`src/rtl/keypad_scan.sv`:
```
// rtl/keypad_scan.sv - column-scanned 4x4 keypad reader with debounce and a one-entry key holding register
module keypad_scan #(
  parameter int SCAN_DIV_BITS  = 16,
  parameter int DEBOUNCE_SCANS = 4
) (
  input  logic       clk,
  input  logic       rst_n,
  input  logic [3:0] row,
  output logic [3:0] col,
  output logic [3:0] key_code,
  output logic       key_valid,
  input  logic       key_ready,
  output logic       key_held,
  output logic       overflow,
  input  logic       ovf_clr
);

  localparam int            CW      = $clog2(DEBOUNCE_SCANS + 1);
  localparam logic [CW-1:0] DEB_MAX = CW'(DEBOUNCE_SCANS);
  localparam logic [CW-1:0] CNT_ONE = CW'(1);

  localparam logic [1:0] ST_SCAN = 2'd0;
  localparam logic [1:0] ST_DEB  = 2'd1;
  localparam logic [1:0] ST_HELD = 2'd2;

  logic [3:0]               row_meta_q, row_meta_d;
  logic [3:0]               row_s_q, row_s_d;
  logic [SCAN_DIV_BITS-1:0] div_q, div_d;
  logic [1:0]               state_q, state_d;
  logic [1:0]               col_idx_q, col_idx_d;
  logic [1:0]               row_idx_q, row_idx_d;
  logic [CW-1:0]            deb_cnt_q, deb_cnt_d;
  logic [CW-1:0]            rel_cnt_q, rel_cnt_d;
  logic [3:0]               key_code_q, key_code_d;
  logic                     key_valid_q, key_valid_d;
  logic                     overflow_q, overflow_d;

  logic       sample;
  logic       emit;
  logic       consume;
  logic [1:0] first_low;

  assign sample  = &div_q;
  assign consume = key_valid_q & key_ready;

  // Lowest-numbered row wins when several rows are pulled low at once.
  always_comb begin
    first_low = 2'd3;
    if (!row_s_q[2]) first_low = 2'd2;
    if (!row_s_q[1]) first_low = 2'd1;
    if (!row_s_q[0]) first_low = 2'd0;
  end

  always_comb begin
    row_meta_d  = row;
    row_s_d     = row_meta_q;
    div_d       = div_q + SCAN_DIV_BITS'(1);
    state_d     = state_q;
    col_idx_d   = col_idx_q;
    row_idx_d   = row_idx_q;
    deb_cnt_d   = deb_cnt_q;
    rel_cnt_d   = rel_cnt_q;
    key_code_d  = key_code_q;
    key_valid_d = key_valid_q;
    overflow_d  = overflow_q;
    emit        = 1'b0;

    if (sample) begin
      case (state_q)
        ST_SCAN: begin
          if (row_s_q == 4'hF) begin
            col_idx_d = col_idx_q + 2'd1;
          end else begin
            row_idx_d = first_low;
            deb_cnt_d = CNT_ONE;
            if (DEBOUNCE_SCANS == 1) begin
              emit      = 1'b1;
              state_d   = ST_HELD;
              rel_cnt_d = '0;
            end else begin
              state_d = ST_DEB;
            end
          end
        end
        ST_DEB: begin
          if (!row_s_q[row_idx_q]) begin
            if (deb_cnt_q != DEB_MAX) deb_cnt_d = deb_cnt_q + CNT_ONE;
            if (deb_cnt_q == DEB_MAX - CNT_ONE) begin
              emit      = 1'b1;
              state_d   = ST_HELD;
              rel_cnt_d = '0;
            end
          end else begin
            col_idx_d = col_idx_q + 2'd1;
            state_d   = ST_SCAN;
          end
        end
        ST_HELD: begin
          if (row_s_q[row_idx_q]) begin
            if (rel_cnt_q != DEB_MAX) rel_cnt_d = rel_cnt_q + CNT_ONE;
            if (rel_cnt_q == DEB_MAX - CNT_ONE) begin
              col_idx_d = col_idx_q + 2'd1;
              state_d   = ST_SCAN;
            end
          end else begin
            rel_cnt_d = '0;
          end
        end
        default: state_d = ST_SCAN;
      endcase
    end

    if (consume) key_valid_d = 1'b0;
    if (ovf_clr) overflow_d = 1'b0;

    // A drop sets overflow after the clear so a simultaneous drop is never lost.
    if (emit) begin
      if (!key_valid_q || consume) begin
        key_code_d  = {row_idx_d, col_idx_q};
        key_valid_d = 1'b1;
      end else begin
        overflow_d = 1'b1;
      end
    end
  end

  always_ff @(posedge clk or negedge rst_n) begin
    if (!rst_n) begin
      row_meta_q  <= 4'hF;
      row_s_q     <= 4'hF;
      div_q       <= '0;
      state_q     <= ST_SCAN;
      col_idx_q   <= 2'd0;
      row_idx_q   <= 2'd0;
      deb_cnt_q   <= '0;
      rel_cnt_q   <= '0;
      key_code_q  <= 4'h0;
      key_valid_q <= 1'b0;
      overflow_q  <= 1'b0;
    end else begin
      row_meta_q  <= row_meta_d;
      row_s_q     <= row_s_d;
      div_q       <= div_d;
      state_q     <= state_d;
      col_idx_q   <= col_idx_d;
      row_idx_q   <= row_idx_d;
      deb_cnt_q   <= deb_cnt_d;
      rel_cnt_q   <= rel_cnt_d;
      key_code_q  <= key_code_d;
      key_valid_q <= key_valid_d;
      overflow_q  <= overflow_d;
    end
  end

  assign col       = ~(4'b0001 << col_idx_q);
  assign key_code  = key_code_q;
  assign key_valid = key_valid_q;
  assign key_held  = (state_q == ST_HELD);
  assign overflow  = overflow_q;

endmodule

```
`config.mk`:
```
export PLATFORM = sky130hd
export DESIGN_NAME = keypad_scan
export DESIGN_NICKNAME = d
export VERILOG_FILES = /design/src/rtl/keypad_scan.sv
export SDC_FILE = /design/constraint.sdc
export NUM_CORES = 1
export LEC_CHECK = 0
export CAP_MARGIN = 40
export CORE_MARGIN = 4
export CORE_UTILIZATION = 60
export CTS_CLUSTER_DIAMETER = 60
export DETAILED_ROUTE_END_ITERATION = 7
export GPL_ROUTABILITY_DRIVEN = 0
export PLACE_DENSITY_LB_ADDON = 0.3
export SLEW_MARGIN = 20
export SYNTH_ARGS = -nofsm -noshare
export SYNTH_HDL_FRONTEND = slang
export SYNTH_SLANG_ARGS = --single-unit
```
`constraint.sdc`:
```
create_clock -name clk -period 3.5 [get_ports clk]
set_clock_uncertainty 0.15 [all_clocks]
set_input_delay 0.525 -clock clk [delete_from_list [all_inputs] [get_ports clk]]
set_output_delay 0.525 -clock clk [all_outputs]
set_load 0.02 [all_outputs]
```
; Word level (Yosys, flattened, before mapping)
; Cells that the tools add are included.
[totals]
mem_count = 0
out_inout_bits = 11
latch_bits = 0
elab_cells = 86
mem_bits_ro = 0
ram_bits = 0
regBits = 42
input_bits = 8
[op_classes]
n_eq_ne = 17
div_mod_pow = 0
n_mul = 0
magnitude_cmp = 1
muxes = 38
bitwise = 2
shift = 1
addsub = 4
n_reduce_logical = 12
[op_table]
columns = operator, count
row1 = $reduce_and A20 Y1, 3
row2 = $mux W2, 14
row3 = $mux W3, 7
row4 = $reduce_and A21 Y1, 1
row5 = $add A16 B1 Y16 const B, 1
row6 = $reduce_and A16 Y1, 1
row7 = $mux W1, 12
row8 = $ne A2 B2 Y1 const B, 6
row9 = $pmux W2 S3, 2
row10 = $pmux W3 S2, 2
row11 = $ne A3 B3 Y1 const B, 3
row12 = $add A3 B1 Y3 const B, 2
row13 = $eq A3 B2 Y1 const B, 2
row14 = $eq A4 B4 Y1 const B, 1
row15 = $ne A2 B1 Y1 const B, 2
row16 = $not A4 Y4, 1
row17 = $reduce_bool A2 Y1, 2
row18 = $shl A1 B2 Y4 const A, 1
row19 = $lt A2 B3 Y1 const B, 1
row20 = $ne A3 B2 Y1 const B, 1
row21 = $reduce_bool A3 Y1, 1
row22 = $add A2 B1 Y2 const B, 1
row23 = $bmux W1 S2, 1
row24 = $eq A2 B1 Y1 const B, 1
row25 = other kinds (6), 6

; Depth between registers and ports, before layout
[depth]
depth_word = 6
ltp_mapped = 6
depth_no_buf = 6

; Worst setup path before layout
; No wires, ideal clock.
[synth_timing]
kind = flip-flop to flip-flop
from = register state_q[0]
to = register col_idx_q[1]
t_arrival_ns = 1.723
slack_ns = 1.502
setup_time_ns = 0.125
path_stages_with_launch = 6
period_less_slack_ns = 1.998
required_time_ns = 3.225
path_buffers = 1
path_cell_list = dfrtp_1 -> clkbuf_1 -> nor2b_1 -> nand3_1 -> a2111o_1 -> mux2_4
[synth_between]
elab_chain_cells = 3
word_cells_on_any_way = 10
classes_between = eq/ne (6) / mux (1) / reduce/logical (3)
[synth_rtl]
columns = element, line
row1 = "start, declared", 29  ; logic [1:0] state_q, state_d;
row2 = "start signal, assigned", 144  ; state_q <= state_d;
row3 = $eq A2 B2 Y1 (*), -
row4 = via key_held, 13  ; output logic key_held,
row5 = $ne A2 B1 Y1 (no line) / $reduce_bool A3 Y1 (equally long branches), -
row6 = $reduce_and A21 Y1 (no line), -
row7 = "end signal, assigned", 145  ; col_idx_q <= col_idx_d;
row8 = "end, declared", 30  ; logic [1:0] col_idx_q, col_idx_d;
; Mark *: on every way through the listed nets, which the timed path passes. The rest lies on a longest branch.
; A chain may end at the register's enable or synchronous reset.

; Final worst setup path
[layout_timing]
from = register col_idx_q[0]
to = output col[2]
[layout_between]
elab_chain_cells = 2
[layout_rtl]
columns = element, line
row1 = $shl A1 B2 Y4, 155  ; assign col = ~(4'b0001 << col_idx_q);
row2 = $not A4 Y4, 155
row3 = "end, declared", 9  ; output logic [3:0] col,
; No other way between the ends.

==> impl_results.md <==
* Worst EP required at 2820 ps
* Maximum VDD drop at 352 uV
* YS warnings at 0
* Clock Latency Late Sink at roughly 360 ps
* Synth top area cells: dfrtp_1 (44%), dfstp_2 (11%), ha_1 (7.0%), inv_1 (4.2%), xor2_1 (3.6%)
* Outcome: complete, no violations
* Synth-to-Final Area Change at 17.3%
* Final hold viol count at 0
* Crit path max-delay family: buffers and inverters
* Rel. slew slack at 0.765
* Post-layout min period at 2420 ps
* Comb power frac at 0.032
* Adder-cell share of the synthesized area at 0.0705
* Total placed cells including tap cells at approximately 230
* Endpoints failing setup at 0
* RSZ-0062 raised after global routing: false
* Drt first pass iters at 4
* Routed Antenna Nets at 0
* Core box area at 3080 um2
* CP arrival at about 1800 ps
* CTS clock-pin slew for the worst setup and hold paths at 130 ps
* Post-CTS Resized at 0
* CTS Buf Count at 5
* Yosys cell types at 37
* Via count at 1,324
* Most frequent cell after synthesis: dfrtp_1
* Pwr Density at approximately 360 nW/um2
* ANT cells at 0
* Slowest-stage cell, CP: clkdlybuf4s50_1
* Sink Count at 42
* Clock tree from TritonCTS: built
* Async S/R FF share, synth at 1.00
* Die footprint at 4230 um2
* Final setup TNS at 0 ps
* Number of synthesized flops with an enable pin at 0
* Post-synthesis simple-gate area fraction at 0.138
* IO Pins at 19
* Root buf cell: clkbuf_4
* Flop2flop setup slack at 1420 ps
* Psw at ~170 uW
* Period utilization at 0.692
* Max Root-Sink Buffers at 2
* Worst-Margin Slew at 351 ps
* Cells after Synth at 168
* Port bufs at 18
* Hold WS at 216 ps
* Initial antenna violation count at 0
* Worst hold path class: reg2reg
* Vias in the first global route at 1,414
* WS Path Type: reg2out
* Largest family of logic cells by synthesized area: simple AND/OR/NAND/NOR gates
* Largest net degree at the start of global routing at 35
* Drt first-iter violations at 76
* Synth area leader: dfrtp_1
* Crit-path cells: inv_1 > ha_1 > inv_1 > clkdlybuf4s50_1
* Initial Util at 0.635
* Crit start category: flop
* First-pass GRT wire length at about 6.3 mm
* Commonest cells post-synth: dfrtp_1 (34), inv_1 (22), ha_1 (11), nand2_1 (11)
* Post-DP HPWL at 2.74 mm
* Slew Limit Fails at 0
* XOR/XNOR share of the synthesized area at 0.0673
* Average wire per standard cell at between 10 and 15 um
* GRT Resource Usage Total at 0.197
* Max-cap violation count at 0
* Syn_nets at 187
* Die width at about 65 um
* Rows at 20
* Yosys top cell area share at 0.436
* Clock power share at 0.367
* Mux cell area share after synthesis at 0.0641
* H-tree depth at 2
* CP dominant cell by count: inv_1
* Synth Area in Compound Gates at 0.0698
* Routed WL at roughly 3.6 mm
* Sequential power share at 0.602
* Synth Cell Area at 1950 um2
* Die height at 65.1 um
* LEAKAGE at 1.08 nW
* Final nets at 213
* Fmax at 413 MHz
* DRC at 0
* Yosys reg bits at 42
* Crit-path max cell delay at 600 ps
* # Post-CTS Setup Buffers at 0
* CP Buf/Inv Count at 3
* Seq/Total Area, Yosys at 0.543
* Avg Cell Area, Syn at 11.6 um2
* Layout cells sized above 1 at 0.154
* Crit-path max FO at 5
* CTS Hold Bufs at 1
* Via/cell ratio at 5.54
* Pint at 657 uW
* CP Capture Type: output port
* Sw Ratio at 0.206
* Congestion Overflow GR at 0
* Ys flop type: dfrtp_1
* Final Instance Count excl. Fillers at 239
[path summary, 6_finish.rpt]
check	startpoint	end	cells past startpoint
setup / recovery	col_idx_q[0]	col[2]	4
hold / removal	row_meta_q[0]	row_s_q[0]	0
setup reg to reg	div_q[0]	key_code[2]	6
hold reg to reg	row_meta_q[0]	row_s_q[0]	0
max in group asynchronous	rst_n	row_s_q[3]	3
min in group asynchronous	rst_n	rel_cnt_q[2]	2
[state kept, by name, indices dropped and copies added, names as in the netlist]
| name | cells |
|---|---|
| div_q | 16 |
| key_code | 4 |
| row_meta_q | 4 |
| row_s_q | 4 |
| deb_cnt_q | 3 |
| rel_cnt_q | 3 |
| col_idx_q | 2 |
| row_idx_q | 2 |
| state_q | 2 |
| key_valid | 1 |
| overflow | 1 |
[cell families after synthesis]
kind of cell / after synthesis
and+or+nand+nor: 47
DFF: 42
buffers and inverters: 24
AOI/OAI and AO/OA: 19
xor gates and xnor gates: 15
adders and majority gates: 11
muxes: 10
[final cells by class]
class | count | area, um2
clock buffers | 6 | 41.3
clock inverters | 2 | 37.5
fillers | 203 | 787
inverters | 22 | 82.6
multi-input cells | 102 | 801
flip-flops and latches | 42 | 1060
well taps | 44 | 55.1
repair buffers | 21 | 213
[power groups by stage]
stage	registers, mW	logic [mW]	clock network [mW]
finish	0.497	0.0261	0.303
global route	0.498	0.0292	0.334
CTS	0.497	0.0269	0.313
detailed placement	0.506	0.0259	0
global placement	0.506	0.0226	0
floorplan	0.505	0.00575	0
[cells in the final DEF, fill, tap and decap left out, types with 2 or more instances in the layout]
cell / netlist / routed
dfstp_2: 8 / 8
nor2_1: 7 / 7
and3_1: 3 / 3
nand2_1: 11 / 11
a22o_1: 4 / 4
nand4_1: 6 / 6
o21ai_0: 3 / 3
xor2_1: 8 / 8
nand3_1: 8 / 8
xnor2_1: 7 / 7
mux2i_1: 2 / 2
nor2b_1: 2 / 2
and4_1: 3 / 3
inv_1: 22 / 22
a21oi_1: 4 / 4
dfrtp_1: 34 / 34
a31oi_1: 2 / 2
clkdlybuf4s50_1: 0 / 17
ha_1: 11 / 11
mux2_2: 5 / 5
clkbuf_4: 0 / 6
[per-stage QoR]
stage	power, mW	area, um2	utilization	setup slack, ps
6_report	0.827	2290	0.744	1080
5_1_grt	0.861	2290	0.744	964
4_1_cts	0.838	2280	0.742	962
3_5_place_dp	0.532	2190	0.713	976
3_3_place_gp	0.528	2170	0.707	1100
2_1_floorplan	0.511	1950	-	1500
[routing by layer]
metal	vias up	GRT usage	wire [um]
li1	629	-	-
met5	-	0	0
met4	0	0.0855	98
met3	12	0.0537	106
met2	19	0.352	1970
met1	664	0.219	1410
Power figures use the tool's default switching activity.
